<file path="config.mk">
export PLATFORM = sky130hd
export DESIGN_NAME = exc_sequencer
export DESIGN_NICKNAME = d
export VERILOG_FILES = /design/src/rtl/cpu_exc_pkg.sv /design/src/rtl/exc_victim_sel.sv /design/src/rtl/exc_sequencer.sv
export SDC_FILE = /design/constraint.sdc
export NUM_CORES = 1
export LEC_CHECK = 0
export CORE_MARGIN = 1.5
export CORE_UTILIZATION = 53
export DETAILED_ROUTE_END_ITERATION = 6
export DONT_BUFFER_PORTS = 1
export GPL_ROUTABILITY_DRIVEN = 0
export PLACE_DENSITY = 0.68
export SETUP_SLACK_MARGIN = 0.5
export SYNTH_ARGS = -nofsm -noshare
export SYNTH_HDL_FRONTEND = slang
export SYNTH_HIERARCHICAL = 1
export SYNTH_SLANG_ARGS = --single-unit
export TNS_END_PERCENT = 30
</file>
<file path="constraint.sdc">
create_clock -name clk -period 5.25 [get_ports clk]
set_input_delay 0.525 -clock clk [delete_from_list [all_inputs] [get_ports clk]]
set_output_delay 0.525 -clock clk [all_outputs]
set_load 0.01 [all_outputs]
</file>
<file path="src/rtl/cpu_exc_pkg.sv">
// Shared exception definitions: ExcCodes, handler entry address, sequencer states.
// Also provides the victim-PC to EPC conversion used at exception entry.
package cpu_exc_pkg;

    localparam logic [4:0] EXC_INT  = 5'd0;
    localparam logic [4:0] EXC_ADEL = 5'd4;
    localparam logic [4:0] EXC_ADES = 5'd5;
    localparam logic [4:0] EXC_RI   = 5'd10;
    localparam logic [4:0] EXC_OV   = 5'd12;

    localparam logic [31:0] DEF_HANDLER_PC = 32'h0000_4180;
    localparam int          DEF_NSTAGE     = 4;

    typedef enum logic [1:0] {
        ST_RUN      = 2'd0,
        ST_COMMIT   = 2'd1,
        ST_ERET     = 2'd2,
        ST_REDIRECT = 2'd3
    } seq_state_t;

    // A delay-slot victim restarts at its branch, one word earlier.
    function automatic logic [31:0] epc_of(input logic [31:0] pc, input logic bd);
        logic [31:0] aligned;
        aligned = {pc[31:2], 2'b00};
        return bd ? (aligned - 32'd4) : aligned;
    endfunction

endpackage

</file>
<file path="src/rtl/exc_victim_sel.sv">
// Picks the oldest occupied stage (index 0 = M is oldest) as interrupt victim.
// Purely combinational; found=0 when every stage holds a bubble (PC 0).
module exc_victim_sel
    import cpu_exc_pkg::*;
#(
    parameter int N = DEF_NSTAGE
) (
    input  logic [N-1:0][31:0] stage_pc,
    input  logic [N-1:0]       stage_bd,
    output logic [31:0]        victim_pc,
    output logic               victim_bd,
    output logic               found
);

    // Scan youngest to oldest so the oldest occupied stage is the last write.
    always_comb begin
        victim_pc = '0;
        victim_bd = 1'b0;
        found     = 1'b0;
        for (int i = N - 1; i >= 0; i--) begin
            if (stage_pc[i] != '0) begin
                victim_pc = stage_pc[i];
                victim_bd = stage_bd[i];
                found     = 1'b1;
            end
        end
    end

endmodule

</file>
<file path="src/rtl/exc_sequencer.sv">
// Exception/interrupt/ERET sequencer: commits to CP0, flushes, redirects fetch.
// Latency: 2 cycles trigger->redirect; mem_busy holds triggers off in RUN.
// Optional EXC_SEQ_STATS_EN adds saturating exc_count/int_count outputs.
module exc_sequencer
    import cpu_exc_pkg::*;
#(
    parameter logic [31:0] HANDLER_PC = DEF_HANDLER_PC,
    parameter int          NSTAGE     = DEF_NSTAGE
) (
    input  logic        clk,
    input  logic        reset,
    input  logic [4:0]  exc_m,
    input  logic [31:0] pc_f,
    input  logic [31:0] pc_d,
    input  logic [31:0] pc_e,
    input  logic [31:0] pc_m,
    input  logic        bd_d,
    input  logic        bd_e,
    input  logic        bd_m,
    input  logic        eret_m,
    input  logic        int_pending,
    input  logic        exl,
    input  logic [31:0] epc,
    input  logic        mem_busy,
    output logic        cp0_req,
    output logic [4:0]  cp0_exccode,
    output logic [31:0] cp0_epc,
    output logic        cp0_bd,
    output logic        cp0_eret,
    output logic        flush,
    output logic        redirect_valid,
    output logic [31:0] redirect_pc,
`ifdef EXC_SEQ_STATS_EN
    output logic [15:0] exc_count,
    output logic [15:0] int_count,
`endif
    output logic        busy
);

    seq_state_t state;

    logic [NSTAGE-1:0][31:0] stage_pc;
    logic [NSTAGE-1:0]       stage_bd;
    logic [31:0]             victim_pc;
    logic                    victim_bd;
    logic                    victim_found;

    // F has no delay-slot flag: an instruction there is never known to be in one.
    assign stage_pc = {pc_f, pc_d, pc_e, pc_m};
    assign stage_bd = {1'b0, bd_d, bd_e, bd_m};

    exc_victim_sel #(.N(NSTAGE)) u_victim_sel (
        .stage_pc  (stage_pc),
        .stage_bd  (stage_bd),
        .victim_pc (victim_pc),
        .victim_bd (victim_bd),
        .found     (victim_found)
    );

    logic take_exc, take_int, take_eret;

    assign take_exc  = !mem_busy && !exl && (exc_m != EXC_INT);
    assign take_int  = !mem_busy && !exl && int_pending && victim_found;
    assign take_eret = !mem_busy && eret_m;

    always_ff @(posedge clk) begin
        if (reset) begin
            state          <= ST_RUN;
            cp0_req        <= 1'b0;
            cp0_exccode    <= '0;
            cp0_epc        <= '0;
            cp0_bd         <= 1'b0;
            cp0_eret       <= 1'b0;
            flush          <= 1'b0;
            redirect_valid <= 1'b0;
            redirect_pc    <= '0;
        end else begin
            cp0_req        <= 1'b0;
            cp0_eret       <= 1'b0;
            flush          <= 1'b0;
            redirect_valid <= 1'b0;
            case (state)
                ST_RUN: begin
                    if (take_exc) begin
                        state       <= ST_COMMIT;
                        cp0_req     <= 1'b1;
                        flush       <= 1'b1;
                        cp0_exccode <= exc_m;
                        cp0_epc     <= epc_of(pc_m, bd_m);
                        cp0_bd      <= bd_m;
                    end else if (take_int) begin
                        state       <= ST_COMMIT;
                        cp0_req     <= 1'b1;
                        flush       <= 1'b1;
                        cp0_exccode <= EXC_INT;
                        cp0_epc     <= epc_of(victim_pc, victim_bd);
                        cp0_bd      <= victim_bd;
                    end else if (take_eret) begin
                        state    <= ST_ERET;
                        cp0_eret <= 1'b1;
                        flush    <= 1'b1;
                    end
                end
                ST_COMMIT: begin
                    state          <= ST_REDIRECT;
                    redirect_valid <= 1'b1;
                    flush          <= 1'b1;
                    redirect_pc    <= HANDLER_PC;
                end
                ST_ERET: begin
                    // EPC is read while CP0 clears EXL, so the return target is current.
                    state          <= ST_REDIRECT;
                    redirect_valid <= 1'b1;
                    flush          <= 1'b1;
                    redirect_pc    <= epc;
                end
                ST_REDIRECT: state <= ST_RUN;
                default:     state <= ST_RUN;
            endcase
        end
    end

    assign busy = (state != ST_RUN);

`ifdef EXC_SEQ_STATS_EN
    always_ff @(posedge clk) begin
        if (reset) begin
            exc_count <= '0;
            int_count <= '0;
        end else if (state == ST_COMMIT) begin
            if (cp0_exccode != EXC_INT) begin
                if (exc_count != 16'hFFFF) exc_count <= exc_count + 16'd1;
            end else begin
                if (int_count != 16'hFFFF) int_count <= int_count + 16'd1;
            end
        end
    end
`endif

endmodule

</file>
; ---- Word-level counts from Yosys, hierarchy flattened
; Cells that the tools add are included.
[word_totals]
ff_bits = 76
in_bits = 174
out_inout_bits = 75
[classes]
add_sub_neg = 2
eq_ne = 4
n_mux = 31
n_bitwise = 1
reduce_logical = 20
[ops]
columns = cell, n
row1 = $mux W32, 8
row2 = $reduce_bool A32 Y1, 4
row3 = $pmux W32 S2, 1
row4 = $sub A32 B3 Y32 const B, 2
row5 = $mux W1, 15
row6 = $mux W5, 2
row7 = $mux W2, 3
row8 = $pmux W2 S3, 1
row9 = $reduce_bool A2 Y1, 3
row10 = $logic_and A1 B1 Y1, 5
row11 = $reduce_bool A5 Y1, 1
row12 = $eq A2 B2 Y1 const B, 2
row13 = $ne A4 B4 Y1 const B, 1
row14 = $reduce_or A2 Y1, 2
row15 = $reduce_or A4 Y1, 1
row16 = $eq A2 B1 Y1 const B, 1
row17 = $logic_not A1 Y1, 2
row18 = $logic_not A2 Y1, 1
row19 = $pmux W1 S2, 1
row20 = $reduce_and A2 Y1, 1
row21 = $not A1 Y1, 1

; ---- Logic depth before layout (Yosys ltp)
; Gate-level depths: netlist of run 1.
[depth]
word_depth = 9
depth_mapped = 14

; ---- Cells and area by module
; The synthesis of run 1 kept the hierarchy.
[modules_own_cells]
columns = mod, instances, cells_per_inst, area_each_um2, seq_area_each_um2
row1 = exc_sequencer, 1, 564, 4476.8, 1481.4
row2 = exc_victim_sel, 1, 190, 1146.1, 0.0

; ---- Worst setup path before layout of run 1
; OpenSTA, ideal clock, no wires.
[synth_timing]
kind = in2reg
from = input port pc_m[27]
to = register cp0_epc[27]
setup_ps = 67
t_arrival_ps = 3686
required_time_ps = 5183
slack_ps = 1497
stages = 12
cell_sequence = nor4_1 nand4_1 or2_4 buf_6 buf_6 a211oi_2 a21oi_1 or4_4 or4_4 or4_1 a31o_1 o21ai_2
[synth_via]
elab_chain_cells = 6
[synth_lines]
columns = element, line_no
row1 = "start, declared", exc_sequencer.sv:16  ; input logic [31:0] pc_m,
row2 = $reduce_bool A32 Y1, exc_victim_sel.sv:21  ; if (stage_pc[i] != '0) begin
row3 = $mux W32, exc_victim_sel.sv:21
row4 = via victim_pc[17], exc_sequencer.sv:44  ; logic [31:0] victim_pc;
row5 = $sub A32 B3 Y32, cpu_exc_pkg.sv:25  ; return bd ? (aligned - 32'd4) : aligned;
row6 = $mux W32, cpu_exc_pkg.sv:25
row7 = $mux W32, exc_sequencer.sv:91  ; end else if (take_int) begin
row8 = $mux W32, exc_sequencer.sv:84  ; if (take_exc) begin
row9 = "end signal, assigned", exc_sequencer.sv:89  ; cp0_epc <= epc_of(pc_m, bd_m);
row10 = "end signal, assigned", exc_sequencer.sv:96  ; cp0_epc <= epc_of(victim_pc, victim_bd);
row11 = "end, declared", exc_sequencer.sv:27  ; output logic [31:0] cp0_epc,
; The timed path passes the listed nets, and every way through them passes these cells. The select of a mux whose other input is x is not followed.
; A chain may end at the register's enable or synchronous reset.

; ---- Worst setup path in the final report of run 1
[layout_timing]
from = input port pc_e[27]
to = register cp0_epc[27]
[layout_lines]
columns = element, line_no
row1 = "start, declared", exc_sequencer.sv:15  ; input logic [31:0] pc_e,
row2 = $reduce_bool A32 Y1, exc_victim_sel.sv:21
row3 = $mux W1 (2 in a row), exc_victim_sel.sv:21
row4 = via victim_bd, exc_sequencer.sv:45  ; logic victim_bd;
row5 = $mux W32, cpu_exc_pkg.sv:25
row6 = $mux W32, exc_sequencer.sv:91
row7 = $mux W32, exc_sequencer.sv:84
; The timed path passes the listed nets, and every way through them passes these cells. The select of a mux whose other input is x is not followed.

==> results of run 1 <==
## metal layers
layer  wire, um  track usage  vias to the layer above
met5          0            0                        -
met2       8867       0.5303                      404
li1           -            -                     2759
met4        794       0.1631                        0
met3       2029      0.07483                       53
met1       7397       0.3980                     2680
## final timing paths
| check | start | endpoint | slack (ns) | depth (start not counted) |
|---|---|---|---|---|
| min reg2reg | cp0_epc[2]$_SDFFE_PP0P_ | cp0_epc[2]$_SDFFE_PP0P_ | 0.50 | 2 |
| max | pc_e[27] | cp0_epc[27]$_SDFFE_PP0P_ | 1.37 | 10 |
| max reg2reg | state[0]$_SDFFE_PP0P_ | cp0_epc[16]$_SDFFE_PP0P_ | 2.80 | 8 |
| min | reset | redirect_valid$_SDFF_PP0_ | 0.23 | 1 |
## registers in the layout, summed over array words and instances, names as in the netlist
register	cells
cp0_epc	30
cp0_eret	1
cp0_bd	1
state	2
flush	1
cp0_req	1
redirect_pc	32
cp0_exccode	5
redirect_valid	1
## power groups by stage
stage | Sequential, uW | Clock [uW] | Combinational, uW
finish | 689 | 446 | 336
detailed placement | 702 | 0 | 330
global placement | 700 | 0 | 321
floorplan | 685 | 0 | 280
CTS | 689 | 456 | 333
global route | 694 | 479 | 371
## metrics by stage
stage	hold WS, ns	worst slack (ns)	std cells	utilization	instance area [um^2]
2_1_floorplan	0.4761	1.502	748	-	5588
3_3_place_gp	0.4888	1.110	834	0.5401	5550
3_5_place_dp	0.4928	1.052	834	0.5401	5550
4_1_cts	0.2101	1.431	850	0.5600	5756
5_1_grt	0.2159	1.207	850	0.5600	5756
6_report	0.2275	1.365	850	0.5600	5756
## layout make-up
cell class / count / area [um^2] / share of cell area
Timing Repair Buffer: 7 / 52.55 / 0.009130
Multi-Input combinational cell: 603 / 3794 / 0.6591
Inverter: 14 / 52.55 / 0.009130
Tap cell: 136 / 170.2 / 0.02957
Clock inverter: 4 / 50.05 / 0.008696
Clock buffer: 12 / 155.1 / 0.02696
Sequential cell: 74 / 1481 / 0.2574
## worst max-delay path: cells and delay by family
family	cells	cell delay, ns
AO/OA/AOI/OAI	4	1.05
AND/OR/NAND/NOR	6	2.60
==> metrics.txt, run 1 <==
share of layout cells above drive strength 1=0.07983; H-tree depth=3; post-DR wirelength/cell=22.46 um; Ys Warns=6; FILL cells=972; TNS Setup=0 ns; Final period util=0.7400; diode count=0; largest net degree at the start of global routing=77; CTS clk-pin slew, worst paths=0.08 ns; Remaining DRCs=0; Clock Skews=0.01550 ns; CP max-delay cell=nor4b_2; outcome=finished clean; crit start category=input port; Max FO, Critical Path=12; Worst Path Arrival=4.18 ns; commonest non-fill, non-tap cell in the layout=dfxtp_1; CP Class=in -> reg; MaxCap Viol Count=0; Nets=889; Port Buffers=0; commonest non-fill, non-tap cells in the layout=dfxtp_1, a21oi_1, nor4_1, nor2_1, nand3_1; RSZ-0062 raised after global routing=no; grt total ovfl=0; initial antenna violation count=0; Max Buffers Root-to-Sink=2; CP required=5.55 ns; vias per cell=6.936; final setup violating endpoints=0; max incr delay on CP=0.68 ns; worst hold path type=in -> reg; P per Cell Area=255.6 nW/um^2; Initial DRC Count=786; die height=105.6 um; Num CTS Buffers=9; Starting Density=0.5430; # Post-CTS Setup Buffers=0; Die W=105.6 um; Worst Setup End Kind=flop; crit path time final=3.885 ns; routed via count=5896; cts hold-fix bufs=0; Area Overhead vs Synth=3.139%; CTS tree=yes; core area=10280 um^2; DR pass1 iterations=6; fmax=0.2574 GHz; Slew Limit Fails=0; antenna-violating nets left=0; Post-DP HPWL=14840 um; internal power=992.9 uW; Total Wirelength=19090 um; die area=11150 um^2; Tot Pwr=1471 uW; # rows=37; max_slew headroom=0.5076; Synth Cell Area=5580 um^2; Cells after Synth=746; Mean Syn Cell Area=7.480 um^2; power share of the clock group=0.303; CTS sink cnt=74; Final Hold Viols=0; global-route wire length before repair=28320 um; cts repair resizes=0; CP cell instances=nor4_1 > nand4_1 > nor2_4 > o31ai_1 > a31oi_1 > nor4b_2 > nand3_2 > or4_1 > a31o_1 > o21ai_2; VDD IR-drop max=0.0001386 V; Worst-Margin Slew=0.7287 ns; GRT Util Overall=0.3237; Sw Share=0.3250; sequential fraction of design power=0.468; leakage power=0.001632 uW; clk root buf=clkbuf_8; number of global-route vias before repair=5285; # IOs=249; combinational fraction of design power=0.229; P_sw=478.1 uW; Clk Latency, worst-skew pair=0.36 ns
Power figures use the tool's default switching activity.
==> run 2: changes to the inputs <==
- ABC_AREA: default -> 1
- clock period: 5.25 -> 3.84 ns (I/O delays scaled with it)
==> metrics.txt, run 2 <==
Crit path buffers/inverters=4; Mean Syn Cell Area=5.743 um^2; max incr delay on CP=0.89 ns; Nets=1296; Initial DRC Count=479; internal power=1680 uW; H-tree depth=3; die area=13030 um^2; Ys Warns=6; largest net degree at the start of global routing=57; biggest regs=redirect_pc x32, cp0_epc x30, cp0_exccode x5; CTS tree=yes; core area=12010 um^2; hold_sp=reset; routed via count=6996; diode count=0; combinational fraction of design power=0.266; P_sw=944.8 uW; antenna-violating nets left=0; CP required=4.12 ns; grt total ovfl=0; post-DR wirelength/cell=15.66 um; CTS clk-pin slew, worst paths=0.06 ns; Worst Hold Path EP=cp0_epc[22]$_SDFFE_PP0P_; CP cell instances=nor2_1 > nand2_1 > nor2_1 > nand2_2 > nor2_8 > buf_4 > nand3_1 > nand3_2 > a21oi_4 > inv_2 > nor2_4 > inv_2 > nand2_1 > nand2_1 > inv_1; clk root buf=clkbuf_16; Total Wirelength=19860 um; Register Area=1481 um^2; commonest non-fill, non-tap cell in the layout=nand2_1; share of layout cells above drive strength 1=0.08653; Die W=114.1 um; GRT Util Overall=0.2976; Cells after Synth=1140; power share of the clock group=0.318; global-route wire length before repair=31150 um; FF-to-FF path depth=10; Largest Register=redirect_pc; die height=114.1 um; # rows=40; Worst-Margin Slew=1.114 ns; fmax=0.3550 GHz; TNS Setup=0 ns; Final Hold Viols=0; Remaining DRCs=0; # Post-CTS Setup Buffers=0; commonest non-fill, non-tap cells in the layout=nand2_1, nor2_1, inv_1; flop-to-flop setup slack=1.17 ns; Post-DP HPWL=15790 um; initial antenna violation count=0; Max Buffers Root-to-Sink=2; Sw Share=0.3599; CP Class=in -> reg; CP max-delay cell=a21oi_4; number of flip-flops in the largest register=32; cts repair resizes=0; outcome=finished clean; Port Buffers=0; Area Overhead vs Synth=4.453%; Max FO, Critical Path=45; Num CTS Buffers=9; CTS sink cnt=74; Final period util=0.7335; number of global-route vias before repair=6509; Clk Latency, worst-skew pair=0.32 ns; max_slew headroom=0.2558; Worst R2R Start=state[0]$_SDFFE_PP0P_; Worst Path Arrival=3.09 ns; Worst path top cell family by delay=simple AND/OR/NAND/NOR gates; final setup violating endpoints=0; Tot Pwr=2625 uW; dpl cell area=6534 um^2; RSZ-0062 raised after global routing=no; WHS Path Cells=1; crit-path most repeated cell=nand2_1; Clock Skews=0.003473 ns; vias per cell=5.517; final instance area=6839 um^2; VDD IR-drop max=0.0004554 V; leakage power=0.002883 uW; Slew Limit Fails=0; P per Cell Area=383.9 nW/um^2; sequential fraction of design power=0.416; area of the multi-input gates=4323 um^2; FILL cells=1301; cts hold-fix bufs=0; Starting Density=0.5451; crit path time final=2.817 ns; # IOs=249; DR pass1 iterations=5; Synth Cell Area=6548 um^2; Worst R2R End=cp0_epc[14]$_SDFFE_PP0P_; crit start category=input port; worst hold path type=in -> reg; MaxCap Viol Count=0; Worst Setup End Kind=flop
[run 2: cell types whose count changed in the layout (fill, tap and decap cells not counted), sizes merged, moves of 28 or more]
cell | previous run | this run
nor3 | 37 | 9
nor4 | 61 | 0
nand3 | 57 | 118
inv | 14 | 129
nand2 | 34 | 301
nor2 | 62 | 251
[run 2: stage by stage]
stage            util  hold slack (ns)  cells  setup slack (ns)
6_report       0.5694           0.1220   1268             1.023
5_1_grt        0.5694           0.1128   1268            0.7385
4_1_cts        0.5694           0.1187   1268             1.023
3_5_place_dp   0.5440           0.4630   1252            0.6918
3_3_place_gp   0.5440           0.4602   1252            0.7358
2_1_floorplan       -           0.4840   1142             1.405
[run 2: how the worst max path moves through the flow]
stage                        start  depth (start not counted)  slack [ns]                  endpoint
after CTS                 pc_e[26]                         15        1.02  cp0_epc[15]$_SDFFE_PP0P_
after global placement    pc_e[26]                         15        0.74  cp0_epc[15]$_SDFFE_PP0P_
final                     pc_e[26]                         15        1.02  cp0_epc[14]$_SDFFE_PP0P_
after floorplan            pc_d[4]                         21        1.40  cp0_epc[14]$_SDFFE_PP0P_
after detailed placement  pc_e[26]                         15        0.69  cp0_epc[15]$_SDFFE_PP0P_
after global routing      pc_e[10]                         15        0.74  cp0_epc[15]$_SDFFE_PP0P_
[run 2: routing by layer]
metal / vias up / GRT usage / share of wire
li1: 3590 / - / -
met3: 39 / 0.08100 / 0.078
met4: 0 / 0.08917 / 0.023
met5: - / 0 / 0
met2: 265 / 0.4976 / 0.47
met1: 3102 / 0.3744 / 0.43
[run 2: area by class of cell]
cell class	instances	share of cell area
Inverter	131	0.07208
Tap cell	147	0.02689
Clock buffer	11	0.03696
Sequential cell	74	0.2166
Clock inverter	5	0.007684
Multi-Input combinational cell	893	0.6321
Timing Repair Buffer	7	0.007684
[run 2: power by group through the flow]
| stage | sequential, uW | clock, uW | combinational [uW] |
|---|---|---|---|
| 6_report | 1090 | 834 | 698 |
| 5_1_grt | 1110 | 887 | 794 |
| 4_1_cts | 1100 | 846 | 698 |
| 3_5_place_dp | 1110 | 0 | 695 |
| 3_3_place_gp | 1110 | 0 | 693 |
| 2_1_floorplan | 1070 | 0 | 593 |
==> run 3: changes to the inputs <==
- clock period: 3.84 -> 2.8 ns (I/O delays scaled with it)
==> metrics.txt, run 3 (synthesized netlist as in run 2, its figures left out) <==
max_slew headroom=0.4588; core area=12010 um^2; CP Class=in -> reg; Worst Setup End Kind=flop; die area=13030 um^2; Final period util=0.8007; global-route wire length before repair=31290 um; P per Cell Area=487.7 nW/um^2; TNS Setup=0 ns; grt total ovfl=0; Final Hold Viols=0; Starting Density=0.5451; Clock Skews=0.003711 ns; antenna-violating nets left=0; Worst-Margin Slew=0.8109 ns; FILL cells=1261; dpl cell area=6788 um^2; final instance area=7380 um^2; initial antenna violation count=0; CP required=3.02 ns; Total Wirelength=20050 um; GRT Util Overall=0.2973; H-tree depth=3; cell total after placement=1282; # IOs=249; vias per cell=5.517; diode count=0; outcome=finished clean; post-DR wirelength/cell=15.18 um; Nets=1349; CTS clk-pin slew, worst paths=0.05 ns; final setup violating endpoints=0; Die W=114.1 um; CTS tree=yes; routed via count=7288; Register Area=1481 um^2; FF-to-FF path depth=6; fmax=0.4461 GHz; Area Overhead vs Synth=12.71%; Num CTS Buffers=9; number of flip-flops in the largest register=32; cts hold-fix bufs=0; Slew Limit Fails=0; commonest non-fill, non-tap cell in the layout=nand2_1; Largest Register=redirect_pc; DR pass1 iterations=5; clk root buf=clkbuf_16; area of the multi-input gates=4444 um^2; Remaining DRCs=0; largest net degree at the start of global routing=57; Initial DRC Count=558; MaxCap Viol Count=0; Worst Path Arrival=2.46 ns; biggest regs=redirect_pc x32, cp0_epc x30, cp0_exccode x5; leakage power=0.003166 uW; WHS Path Cells=1; VDD IR-drop max=0.0005078 V; Max FO, Critical Path=16; Post-DP HPWL=15760 um; Port Buffers=0; RSZ-0062 raised after global routing=yes; non-filler instance count after layout=1321; crit start category=input port; commonest non-fill, non-tap cells in the layout=nand2_1, nor2_1, inv_1; CTS sink cnt=74; crit path time final=2.242 ns; # rows=40; Max Buffers Root-to-Sink=2; die height=114.1 um; Clk Latency, worst-skew pair=0.33 ns; worst hold path type=in -> reg; number of global-route vias before repair=6652; share of layout cells above drive strength 1=0.1491
## run 3: cell types whose count changed in the layout (fill, tap and decap cells not counted), sizes merged
cell	previous run	this run
buf	7	59
clkinvlp	1	0
nor2	251	252
clkbuf	11	14
clkinv	5	3
bufinv	1	0
inv	129	130
## run 3: area by class of cell
class                   instances  share of cell area
clock buffers                  14             0.03713
clock inverters                 2            0.001356
inverters                     131             0.06697
multi-input cells             894              0.6022
flip-flops and latches         74              0.2007
well taps                     147             0.02492
repair buffers                 59             0.06663
## run 3: where the power goes
part	switching, uW	leakage (uW)	total [uW]	internal (uW)
sequential	235	0.000604	1500	1260
clock	391	0.000143	1060	669
combinational	669	0.00242	1040	372
total	1290	0.00317	3600	2300
## run 3: stage by stage
stage	power, uW	hold slack (ns)	setup slack (ns)	util
4_1_cts	3601	0.01705	0.5009	0.5965
3_3_place_gp	2514	0.3538	0.08391	0.5651
2_1_floorplan	2279	0.3831	0.4925	-
3_5_place_dp	2521	0.3564	0.04249	0.5651
5_1_grt	3819	0.007596	0.3451	0.6144
6_report	3599	0.02018	0.5581	0.6144
## run 3: per-layer routing
metal | track usage | wire (um)
met2 | 0.5068 | 9560
met3 | 0.07094 | 1580
met4 | 0.09083 | 461
met1 | 0.3716 | 8447
met5 | 0 | 0
## run 3: worst paths after layout
path         slack [ns]                            to                     start
min                0.02      cp0_epc[24]$_SDFFE_PP0P_                     reset
min reg2reg        0.51      cp0_epc[25]$_SDFFE_PP0P_  cp0_epc[25]$_SDFFE_PP0P_
max                0.56      cp0_epc[30]$_SDFFE_PP0P_                  pc_d[24]
max reg2reg        0.78  redirect_pc[30]$_SDFFE_PP0P_     state[0]$_SDFFE_PP0P_
## run 3: critical path: stages
cell and delay, ns:
nor2_1 0.11, nand3_1 0.10, nor2_2 0.12, nand2_2 0.11, nor2_4 0.11, buf_12 0.14
nand2_1 0.06, nand3_1 0.10, a21oi_2 0.07, inv_2 0.07, ha_1 0.16, nand2_2 0.09
inv_4 0.08, nand3_4 0.12, nor2_8 0.20, nand2_4 0.07, nor2_4 0.09, nand3_1 0.07
nand3_1 0.09, nand3_1 0.09, nand2_1 0.07, inv_1 0.03
## run 3: repair_timing
action | CTS | global route
endpoints found under the setup margin | 19 | 32
pin swaps | 4 | 20
gates cloned | 0 | 1
buffers inserted | 7 | 15
gates resized for setup | 7 | 31
